[config.mk]
export PLATFORM = sky130hd
export DESIGN_NAME = gpio_responder
export DESIGN_NICKNAME = d
export VERILOG_FILES = /design/src/rtl/gpio_responder.sv
export SDC_FILE = /design/constraint.sdc
export NUM_CORES = 1
export LEC_CHECK = 0
export BUFFER_PORTS_ARGS = -buffer_cell sky130_fd_sc_hd__buf_4
export CAP_MARGIN = 20
export CORE_AREA = 3 3 117 130
export CTS_CLUSTER_DIAMETER = 60
export DETAILED_ROUTE_END_ITERATION = 7
export DIE_AREA = 0 0 120 133
export PLACE_DENSITY = 0.69
export REMOVE_ABC_BUFFERS = 1
export SKIP_CTS_REPAIR_TIMING = 1
export SLEW_MARGIN = 20
export SYNTH_ARGS = -nofsm -noshare
export SYNTH_HDL_FRONTEND = slang
export SYNTH_SLANG_ARGS = --single-unit
[constraint.sdc]
create_clock -name clk -period 2.58 [get_ports clk]
set_input_delay 0.774 -clock clk [delete_from_list [all_inputs] [get_ports clk]]
set_output_delay 0.774 -clock clk [all_outputs]
set_load 0.05 [all_outputs]
[src/rtl/gpio_responder.sv]
// gpio_responder: memory-mapped GPIO slave (bus: gpio_sel/wr_req/rd_req/w_addr/r_addr/w_data -> rd_data/rd_valid; pins: gpio_in -> gpio_out/gpio_oe; irq level interrupt)
module gpio_responder #(
  parameter int NUM_GPIO    = 16,
  parameter int SYNC_STAGES = 2
) (
  input  logic                clk,
  input  logic                rst,
  input  logic                gpio_sel,
  input  logic                wr_req,
  input  logic                rd_req,
  input  logic [31:0]         w_addr,
  input  logic [31:0]         r_addr,
  input  logic [31:0]         w_data,
  output logic [31:0]         rd_data,
  output logic                rd_valid,
  input  logic [NUM_GPIO-1:0] gpio_in,
  output logic [NUM_GPIO-1:0] gpio_out,
  output logic [NUM_GPIO-1:0] gpio_oe,
  output logic                irq
);
  logic [SYNC_STAGES-1:0][NUM_GPIO-1:0] sync_q;
  logic [NUM_GPIO-1:0] out_reg, dir_reg, ien_reg, status_reg, prev_in;
  logic [NUM_GPIO-1:0] sync_in, rise, wd, out_n, dir_n, ien_n, w1c, status_n, rv;
  logic [9:0] wa, ra;
  logic we, re;
  logic unused_bits;
  assign unused_bits = ^{w_addr[31:12], w_addr[1:0], r_addr[31:12], r_addr[1:0], w_data};
  always_comb begin
    wa       = w_addr[11:2];
    ra       = r_addr[11:2];
    we       = gpio_sel & wr_req;
    re       = gpio_sel & rd_req & ~wr_req;
    wd       = w_data[NUM_GPIO-1:0];
    sync_in  = sync_q[SYNC_STAGES-1];
    rise     = sync_in & ~prev_in;
    out_n    = !we          ? out_reg :
               wa == 10'd0  ? wd :
               wa == 10'd5  ? out_reg | wd :
               wa == 10'd6  ? out_reg & ~wd :
               wa == 10'd7  ? out_reg ^ wd : out_reg;
    dir_n    = (we && wa == 10'd1) ? wd : dir_reg;
    ien_n    = (we && wa == 10'd3) ? wd : ien_reg;
    w1c      = (we && wa == 10'd4) ? wd : '0;
    status_n = (status_reg & ~w1c) | (rise & ~dir_reg);
    rv       = ra == 10'd0 ? out_reg :
               ra == 10'd1 ? dir_reg :
               ra == 10'd2 ? sync_in :
               ra == 10'd3 ? ien_reg :
               ra == 10'd4 ? status_reg : '0;
  end
  always_ff @(posedge clk) begin
    if (rst) begin
      sync_q     <= '0;
      prev_in    <= '0;
      out_reg    <= '0;
      dir_reg    <= '0;
      ien_reg    <= '0;
      status_reg <= '0;
      rd_data    <= '0;
      rd_valid   <= 1'b0;
    end else begin
      sync_q     <= {sync_q[SYNC_STAGES-2:0], gpio_in};
      prev_in    <= sync_in;
      out_reg    <= out_n;
      dir_reg    <= dir_n;
      ien_reg    <= ien_n;
      status_reg <= status_n;
      rd_valid   <= re;
      if (re) rd_data <= 32'(rv);
    end
  end
  assign gpio_out = out_reg;
  assign gpio_oe  = dir_reg;
  assign irq      = |(status_reg & ien_reg);
endmodule

==> flow_metrics.py, run 1 <==
metrics = {
    "synth": {
        "ys_seq_area_frac": 0.414,
        "synth_area_leader_cell": "dfxtp_1",
        "synth-async-reset-ratio": 0,
        "synth_mux_area_frac": 0.0514,
        "synth-seq-cells": 129,
        "syn_area_sq_um": 6230,
        "ys_warn_count": 0,
        "synth_fa_ha_area_frac": 0.0643,
        "synth-simple-area-share": 0.165,
        "synth-edff-count": 0,
        "synth_top_family_by_area": "compound AO/OA/AOI/OAI gates",
        "yosys.area.top_type_share": 0.414,
        "synth_cell_types": 43,
        "ys_top_cells_by_area": "dfxtp_1 41%, ha_1 6.4%, mux2i_1 5.1%, nor2b_1 5.1%, o21ai_0 4.0%",
        "avgSynthCellArea_sq_um": 8.69,
        "synthCells": 717,
        "synth_compound_area_frac": 0.213,
        "synth_ff_type": "dfxtp_1",
        "synth_xor_xnor_area_share": 0.00141,
    },
    "cts": {
        "root_buffer": "clkbuf_16",
        "clockBufferDepth": 2,
        "cts_tree": "done",
        "cts.sinks": 129,
        "cts_buffers": 17,
        "clock_latency_ps": 430,
        "path_clk_slew_ps": 60,
        "h-tree-depth": 4,
    },
    "worst_setup_path": {
        "path_max_fanout": 3,
        "criticalPathCategory": "reg2out",
        "reg2reg_depth": 5,
        "cp-start-kind": "flop",
        "timing.rr.start": "gpio_out[14]$_SDFFE_PP0P_",
        "worstPathRequired_ps": 1810,
        "r2r_slack_ps": 1220,
        "critPathCaptureType": "output pin",
        "r2r_end": "gpio_out[14]$_SDFFE_PP0P_",
        "arrival_ps": 1700,
    },
    "power": {
        "power_mw": 4.79,
        "cellLeakagePower_nw": 3.10,
        "ir_worst_vdd_mv": 0.449,
        "powerDensity_nw_per_um2": 611,
    },
    "die": {
        "dieWidth_um": 120,
        "fp.dieH_um": 133,
        "dieArea_sq_um": 16000,
        "ios": 183,
        "coreArea_sq_um": 13900,
        "rows": 45,
        "start_util": 0.448,
    },
    "cells_and_area": {
        "final_area_sq_um": 7850,
        "final_net_count": 968,
        "final_util": 0.564,
        "final_cell_mix": "130 x buf_4, 129 x dfxtp_1, 66 x nor2_1, 62 x inv_1",
        "layout.cells.non_filler": 1020,
        "drive_above_1_share": 0.224,
        "antenna_cells": 0,
        "area_growth_pct": 25.9,
        "final_common_cell": "buf_4",
    },
    "sta": {
        "tightestPinTransition_ps": 691,
        "finalCriticalPeriod_ps": 2470,
        "skew_ps": 8.79,
        "period_share": 0.958,
        "max_freq_ghz": 0.404,
        "slew_violations": 0,
        "relSlewSlack": 0.535,
        "hold_ws_ps": 433,
        "rsz0062_at_grt": "false",
        "setup-violations-final": 0,
        "hold_viol_final": 0,
    },
    "min_path": {
        "hold_depth": 1,
        "hold_class": "reg2reg",
        "hold_start": "sync_q[11]$_SDFF_PP0_",
        "hold_end": "sync_in[11]$_SDFF_PP0_",
    },
    "detailed_routing": {
        "via_count": 5483,
        "avgViaCountPerCell": 5.38,
        "antenna_left": 0,
        "firstDrtPassIters": 5,
        "totalWireLength_mm": 17.5,
        "route.detailed.drc": 0,
        "avgRoutedWirePerCell_um": 17.1,
        "drtIter0Drc": 343,
    },
    "placement": {
        "place_area_sq_um": 7260,
        "io_buffers": 106,
        "gp_congestion": 0.841,
        "dpl.hpwl_mm": 11.8,
        "dp_cells": 988,
    },
    "grt": {
        "grt_max_degree": 112,
        "track_usage": 0.217,
        "grt_pass1_wl_mm": 27.2,
        "antenna_found_initial": 0,
        "grt_pass1_vias": 5316,
        "overflow": 0,
    },
    "run": {
        "drv_cap": 0,
    },
    "run_status": {
        "status": "finished clean",
    },
}
## where the power goes
group          internal [mW]  total [mW]  switching, mW
clock network           1.44        2.34          0.898
registers               2.04        2.06         0.0233
logic                  0.146       0.395          0.249
total                   3.62        4.79           1.17
## layer usage
layer	track usage	vias up	share of wire
li1	-	2653	-
met1	0.253	2586	0.42
met2	0.371	209	0.49
met3	0.0637	35	0.074
met4	0.0904	0	0.023
met5	0	-	0
## stage by stage
stage,TNS (ps),setup WS (ps)
after floorplan,-19460,-1120
after global placement,-1050,-82.5
after detailed placement,-1720,-136
after CTS,-27.0,-27.0
after global routing,0,54.4
final,0,108
## worst max path at each step
stage	start	end	slack [ps]	depth (start not counted)
3_5_place_dp	w_addr[9]	gpio_out[4]$_SDFFE_PP0P_	-140	5
6_report	status_reg[9]$_SDFF_PP0_	irq	110	4
3_3_place_gp	w_addr[9]	gpio_out[4]$_SDFFE_PP0P_	-80	5
5_1_grt	status_reg[14]$_SDFF_PP0_	irq	50	4
2_1_floorplan	w_addr[9]	gpio_out[10]$_SDFFE_PP0P_	-1120	4
4_1_cts	status_reg[11]$_SDFF_PP0_	irq	-30	4
## worst max-delay path, stage by stage, from the launching register on
cell and delay (ps):
dfxtp_1 330, a22o_1 270, a221oi_1 300, nand4_1 160, buf_4 220
## cells by family (layout without fill, tap and decap cells)
kind of cell,count (synthesis),after routing
simple gates,207,207
compound gates,188,188
flops,129,129
buf+inv,127,227
fa+ha+maj,32,32
mux,32,32
other cells,1,16
xor+xnor,1,1
## synthesized netlist by cell type, types with 2 or more instances
master      n
a211oi_1    2
a21oi_1    47
a221oi_1    4
a22o_1      6
a22oi_1    30
a311o_1    15
a311oi_1    5
a311oi_2   10
buf_4      17
buf_6       2
clkbuf_1   44
dfxtp_1   129
ha_1       32
inv_1      62
mux2i_1    32
nand2_1    49
nand3_1    15
nand3b_1    3
nand4_1     3
nor2_1     66
nor2b_1    51
nor3b_1     3
nor4_1      2
o21ai_0    50
o22a_1     15
or3_1       2
or3b_2      2
or4_1       3
or4_4       2
## layout make-up
type,instances,area (sq um)
Sequential cell,129,2580
Inverter,62,233
Fill cell,1279,6060
Timing Repair Buffer,133,1040
Multi-Input combinational cell,476,3180
Clock buffer,18,439
Clock inverter,14,140
Tap cell,188,235
Power figures use the tool's default switching activity.
==> run 2: changes to the inputs <==
- ABC_AREA: not set -> 1
- CORE_AREA: 3 3 117 130 -> 3 3 119 132
- DIE_AREA: 0 0 120 133 -> 0 0 122 135
==> run 2 against run 1 <==
Setup slack improved by 140 ps. First-iteration DRC count increased by 34%. Global-route usage decreased by 0.12 points. Largest cell class unchanged. Utilization decreased by 0.83 points. Largest power group unchanged. Cell count increased by 16%. Clock power decreased by 9.0%.
==> flow_metrics.py, run 2 <==
metrics = {
    "grt": {
        "overflow": 0,
        "grt_pass1_vias": 5516,
        "antenna_found_initial": 0,
        "grt_max_degree": 38,
        "grt_pass1_wl_mm": 27.8,
        "track_usage": 0.216,
    },
    "worst_setup_path": {
        "r2r_end": "gpio_out[11]$_SDFFE_PP0P_",
        "arrival_ps": 1560,
        "timing.rr.start": "gpio_out[11]$_SDFFE_PP0P_",
        "crit_cells": 4,
        "worstPathRequired_ps": 1810,
        "criticalPathCategory": "reg2out",
        "cp-start-kind": "flop",
        "reg2reg_depth": 5,
        "critPathTopFamily": "compound AO/OA/AOI/OAI gates",
        "max_stage_delay_ps": 330,
        "cp_num_buf_inv": 1,
        "critPathCaptureType": "output pin",
        "crit_chain": "a22o_1 -> a221oi_1 -> nand3_1 -> buf_4",
        "path_max_fanout": 3,
        "critPathSlowestCell": "dfxtp_1",
        "r2r_slack_ps": 1340,
    },
    "cells_and_area": {
        "area_growth_pct": 24.3,
        "drive_above_1_share": 0.202,
        "final_cell_mix": "137 x buf_4, 129 x dfxtp_1, 108 x inv_1, 107 x nor2_1, 94 x nand3_1",
        "fillCellCount": 1385,
        "final_net_count": 1131,
        "antenna_cells": 0,
        "final_common_cell": "buf_4",
    },
    "min_path": {
        "hold_start": "sync_q[13]$_SDFF_PP0_",
        "hold_end": "sync_in[13]$_SDFF_PP0_",
        "hold_class": "reg2reg",
        "hold_depth": 2,
    },
    "die": {
        "coreArea_sq_um": 14400,
        "start_util": 0.447,
        "dieWidth_um": 122,
        "rows": 46,
        "ios": 183,
        "dieArea_sq_um": 16500,
        "fp.dieH_um": 135,
    },
    "cts": {
        "cts_tree": "done",
        "path_clk_slew_ps": 50,
        "clockBufferDepth": 2,
        "clock_latency_ps": 420,
        "cts_buffers": 17,
        "root_buffer": "clkbuf_16",
        "h-tree-depth": 4,
        "cts.sinks": 129,
    },
    "detailed_routing": {
        "firstDrtPassIters": 7,
        "avgViaCountPerCell": 5.06,
        "avgRoutedWirePerCell_um": 14.8,
        "totalWireLength_mm": 17.6,
        "antenna_left": 0,
        "route.detailed.drc": 0,
        "via_count": 5998,
        "drtIter0Drc": 458,
    },
    "sta": {
        "period_share": 0.906,
        "setup-violations-final": 0,
        "skew_ps": 4.80,
        "max_freq_ghz": 0.428,
        "fin_ws_ps": 243,
        "finalCriticalPeriod_ps": 2340,
        "rsz0062_at_grt": "false",
        "slew_violations": 0,
        "tns_ps": 0,
        "hold_viol_final": 0,
    },
    "power": {
        "power_switching_mw": 1.09,
        "internal-power_mw": 3.47,
        "power_mw": 4.56,
        "powerDensity_nw_per_um2": 568,
        "p_seq_frac": 0.451,
        "p_sw_frac": 0.239,
        "p_comb_frac": 0.081,
        "cellLeakagePower_nw": 3.63,
        "ir_worst_vdd_mv": 0.413,
        "power.share.clock": 0.468,
    },
    "placement": {
        "gp_congestion": 0.873,
        "dpl.hpwl_mm": 12.4,
        "place_ws_ps": 189,
        "io_buffers": 106,
    },
    "synth": {
        "synth-async-reset-ratio": 0,
        "synth-seq-cells": 129,
        "yosys.area.top_type_share": 0.400,
        "syn_area_sq_um": 6460,
        "ys_warn_count": 0,
        "ys_top_cells_by_area": "dfxtp_1 40%, nand3_1 7.3%, a21oi_1 6.7%, inv_1 6.3%, nor2_1 6.2%",
        "yosysMostFrequentCell": "dfxtp_1",
        "synth_common_cells": "129 x dfxtp_1, 108 x inv_1, 107 x nor2_1",
        "avgSynthCellArea_sq_um": 7.42,
        "synth_area_leader_cell": "dfxtp_1",
        "synth_ff_type": "dfxtp_1",
        "synthCells": 870,
        "synth_cell_types": 34,
        "synth-edff-count": 0,
        "ys_seq_area_frac": 0.400,
    },
    "run_status": {
        "status": "finished clean",
    },
    "run": {
        "drv_cap": 0,
    },
}
run 2: changes by cell type in the layout (fill, tap and decap cells not counted), sizes merged, moves of 16 or more:
| cell | before | now |
|---|---|---|
| mux2i | 32 | 0 |
| nand3 | 15 | 96 |
| nand2 | 49 | 76 |
| a21oi | 47 | 96 |
| nand4 | 3 | 19 |
| nor3 | 1 | 18 |
| inv | 63 | 113 |
| a22oi | 30 | 0 |
| nor2 | 66 | 119 |
| nor2b | 51 | 0 |
run 2: kinds of logic (layout without fill, tap and decap cells):
family / Yosys count / count (layout) / synth area share
AO/OA/AOI/OAI: 169 / 169 / 0.145
buffers and inverters: 177 / 286 / 0.117
AND/OR/NAND/NOR: 362 / 362 / 0.275
flip-flops: 129 / 129 / 0.400
other: 1 / 16 / 0.000581
adder cells (fa/ha/maj): 32 / 32 / 0.0620
run 2: worst max-delay path by stage:
stage	from	endpoint	slack, ps
6_report	status_reg[6]$_SDFF_PP0_	irq	240
5_1_grt	status_reg[6]$_SDFF_PP0_	irq	140
4_1_cts	status_reg[0]$_SDFF_PP0_	irq	220
3_5_place_dp	w_addr[11]	gpio_out[3]$_SDFFE_PP0P_	190
3_3_place_gp	w_addr[11]	gpio_out[4]$_SDFFE_PP0P_	220
2_1_floorplan	r_addr[11]	rd_data[12]$_SDFFE_PP0P_	-200
run 2: power by group through the flow:
| stage | clock network [mW] | logic (mW) | registers, mW |
|---|---|---|---|
| 6_report | 2.13 | 0.370 | 2.06 |
| 5_1_grt | 2.25 | 0.407 | 2.06 |
| 4_1_cts | 2.17 | 0.371 | 2.06 |
| 3_5_place_dp | 0 | 0.370 | 2.10 |
| 3_3_place_gp | 0 | 0.366 | 2.10 |
| 2_1_floorplan | 0 | 0.190 | 2.10 |
run 2: area by class of cell:
cell class | count | area [sq um] | area share
clock inverters | 8 | 65.1 | 0.00810
flip-flops and latches | 129 | 2580 | 0.322
well taps | 192 | 240 | 0.0299
repair buffers | 140 | 1090 | 0.136
inverters | 115 | 432 | 0.0538
clock buffers | 23 | 448 | 0.0558
multi-input cells | 579 | 3170 | 0.395
run 2: layer usage:
| layer | global-route usage | share of wire | vias up |
|---|---|---|---|
| li1 | - | - | 3049 |
| met1 | 0.271 | 0.44 | 2753 |
| met2 | 0.361 | 0.48 | 176 |
| met3 | 0.0549 | 0.062 | 20 |
| met4 | 0.0722 | 0.017 | 0 |
| met5 | 0 | 0 | - |
run 2: worst register-to-register path, delay by kind of cell, from the launching register on:
| kind | cells | cell delay (ps) |
|---|---|---|
| fa+ha+maj | 1 | 270 |
| buf+inv | 1 | 100 |
| flops | 1 | 410 |
| compound gates | 2 | 300 |
| simple gates | 1 | 60 |
run 2: stage by stage:
step | std cells | util | cell area [sq um] | hold slack, ps
after CTS | 1186 | 0.556 | 8030 | 400
final | 1186 | 0.556 | 8030 | 399
after floorplan | 823 | - | 6190 | 388
after detailed placement | 1155 | 0.520 | 7520 | 393
after global placement | 1155 | 0.520 | 7520 | 391
after global routing | 1186 | 0.556 | 8030 | 407
==> run 3: changes to the inputs <==
- CORE_AREA: 3 3 119 132 -> 3 3 131 120
- DIE_AREA: 0 0 122 135 -> 0 0 134 123
- PLACE_DENSITY: 0.69 -> 0.67
- clock period: 2.58 -> 2.7 ns (I/O delays scaled with it)
==> run 3 against run 2 <==
Sequential power is 5% lower. Clock power hardly changed. Sequential cell count stayed put. Setup slack worse by 2.3 ps. Largest power group unchanged.
==> flow_metrics.py, run 3 (synthesis gave the netlist of run 2 again) <==
metrics = {
    "detailed_routing": {
        "drtIter0Drc": 424,
        "avgViaCountPerCell": 5.07,
        "firstDrtPassIters": 6,
        "via_count": 6024,
        "avgRoutedWirePerCell_um": 15.3,
        "totalWireLength_mm": 18.1,
        "route.detailed.drc": 0,
        "antenna_left": 0,
    },
    "placement": {
        "dp_cells": 1157,
        "dpl.hpwl_mm": 12.3,
        "io_buffers": 106,
        "gp_congestion": 0.902,
    },
    "grt": {
        "grt_pass1_vias": 5648,
        "antenna_found_initial": 0,
        "overflow": 0,
        "grt_pass1_wl_mm": 29.4,
        "track_usage": 0.228,
        "grt_max_degree": 98,
    },
    "power": {
        "power_mw": 4.45,
        "power.share.clock": 0.479,
        "powerDensity_nw_per_um2": 554,
        "p_comb_frac": 0.079,
        "p_seq_frac": 0.442,
        "internal-power_mw": 3.39,
        "p_sw_frac": 0.239,
        "cellLeakagePower_nw": 3.61,
        "ir_worst_vdd_mv": 0.462,
        "power_switching_mw": 1.06,
    },
    "die": {
        "dieWidth_um": 134,
        "dieArea_sq_um": 16500,
        "rows": 42,
        "start_util": 0.444,
        "ios": 183,
        "fp.dieH_um": 123,
        "coreArea_sq_um": 14600,
    },
    "cells_and_area": {
        "drive_above_1_share": 0.200,
        "final_common_cell": "buf_4",
        "seq_area_sq_um": 2580,
        "final_net_count": 1127,
        "area_growth_pct": 24.2,
        "fillCellCount": 1397,
        "multi_input_area_sq_um": 3170,
        "final_cell_mix": "134 x buf_4, 129 x dfxtp_1, 108 x inv_1, 107 x nor2_1, 94 x nand3_1",
        "antenna_cells": 0,
        "layout.cells.non_filler": 1187,
    },
    "sta": {
        "setup-violations-final": 0,
        "hold_ws_ps": 398,
        "relSlewSlack": 0.345,
        "skew_ps": 5.95,
        "max_freq_ghz": 0.407,
        "tightestPinTransition_ps": 981,
        "slew_violations": 0,
        "rsz0062_at_grt": "false",
        "period_share": 0.911,
        "hold_viol_final": 0,
        "finalCriticalPeriod_ps": 2460,
    },
    "cts": {
        "cts_tree": "done",
        "root_buffer": "clkbuf_16",
        "path_clk_slew_ps": 60,
        "cts_buffers": 17,
        "clock_latency_ps": 430,
        "clockBufferDepth": 2,
        "h-tree-depth": 4,
        "cts.sinks": 129,
    },
    "run_status": {
        "status": "finished clean",
    },
    "worst_setup_path": {
        "cp-start-kind": "flop",
        "critPathCaptureType": "output pin",
        "arrival_ps": 1650,
        "worstPathRequired_ps": 1890,
        "path_max_fanout": 3,
        "criticalPathCategory": "reg2out",
    },
    "run": {
        "drv_cap": 0,
    },
    "min_path": {
        "hold_class": "reg2reg",
    },
}
[run 3: cell type report]
class / count / area share
Timing Repair Buffer: 136 / 0.130
Tap cell: 198 / 0.0309
Sequential cell: 129 / 0.322
Clock buffer: 24 / 0.0601
Clock inverter: 6 / 0.00718
Inverter: 115 / 0.0538
Multi-Input combinational cell: 579 / 0.396
[run 3: final timing paths]
check | start | to | slack, ps | cells past startpoint
setup reg to reg | gpio_out[11]$_SDFFE_PP0P_ | gpio_out[11]$_SDFFE_PP0P_ | 1430 | 5
setup / recovery | status_reg[6]$_SDFF_PP0_ | irq | 240 | 4
hold / removal | sync_q[9]$_SDFF_PP0_ | sync_in[9]$_SDFF_PP0_ | 400 | 2
hold reg to reg | sync_q[9]$_SDFF_PP0_ | sync_in[9]$_SDFF_PP0_ | 400 | 2
[run 3: metrics by stage]
stage	utilization	setup WS, ps	instance area (sq um)	setup TNS, ps
finish	0.551	241	8020	0
global route	0.551	166	8020	0
CTS	0.551	210	8020	0
detailed placement	0.514	341	7480	0
global placement	0.514	369	7480	0
floorplan	-	-117	6190	-701
[run 3: power by group through the flow]
stage	sequential, mW	combinational [mW]	clock, mW
finish	1.96	0.352	2.13
global route	1.97	0.392	2.27
CTS	1.96	0.352	2.17
detailed placement	2.00	0.349	0
global placement	2.00	0.347	0
floorplan	2.00	0.182	0
[run 3: critical path, stage by stage, from the launching register on]
cell	delay (ps)
dfxtp_1	320
a22o_1	240
a221oi_1	310
nand3_1	130
buf_4	220
[run 3: metal layers]
metal | global-route usage | share of wire
met1 | 0.305 | 0.45
met2 | 0.357 | 0.46
met3 | 0.0557 | 0.077
met4 | 0.0880 | 0.018
met5 | 0 | 0
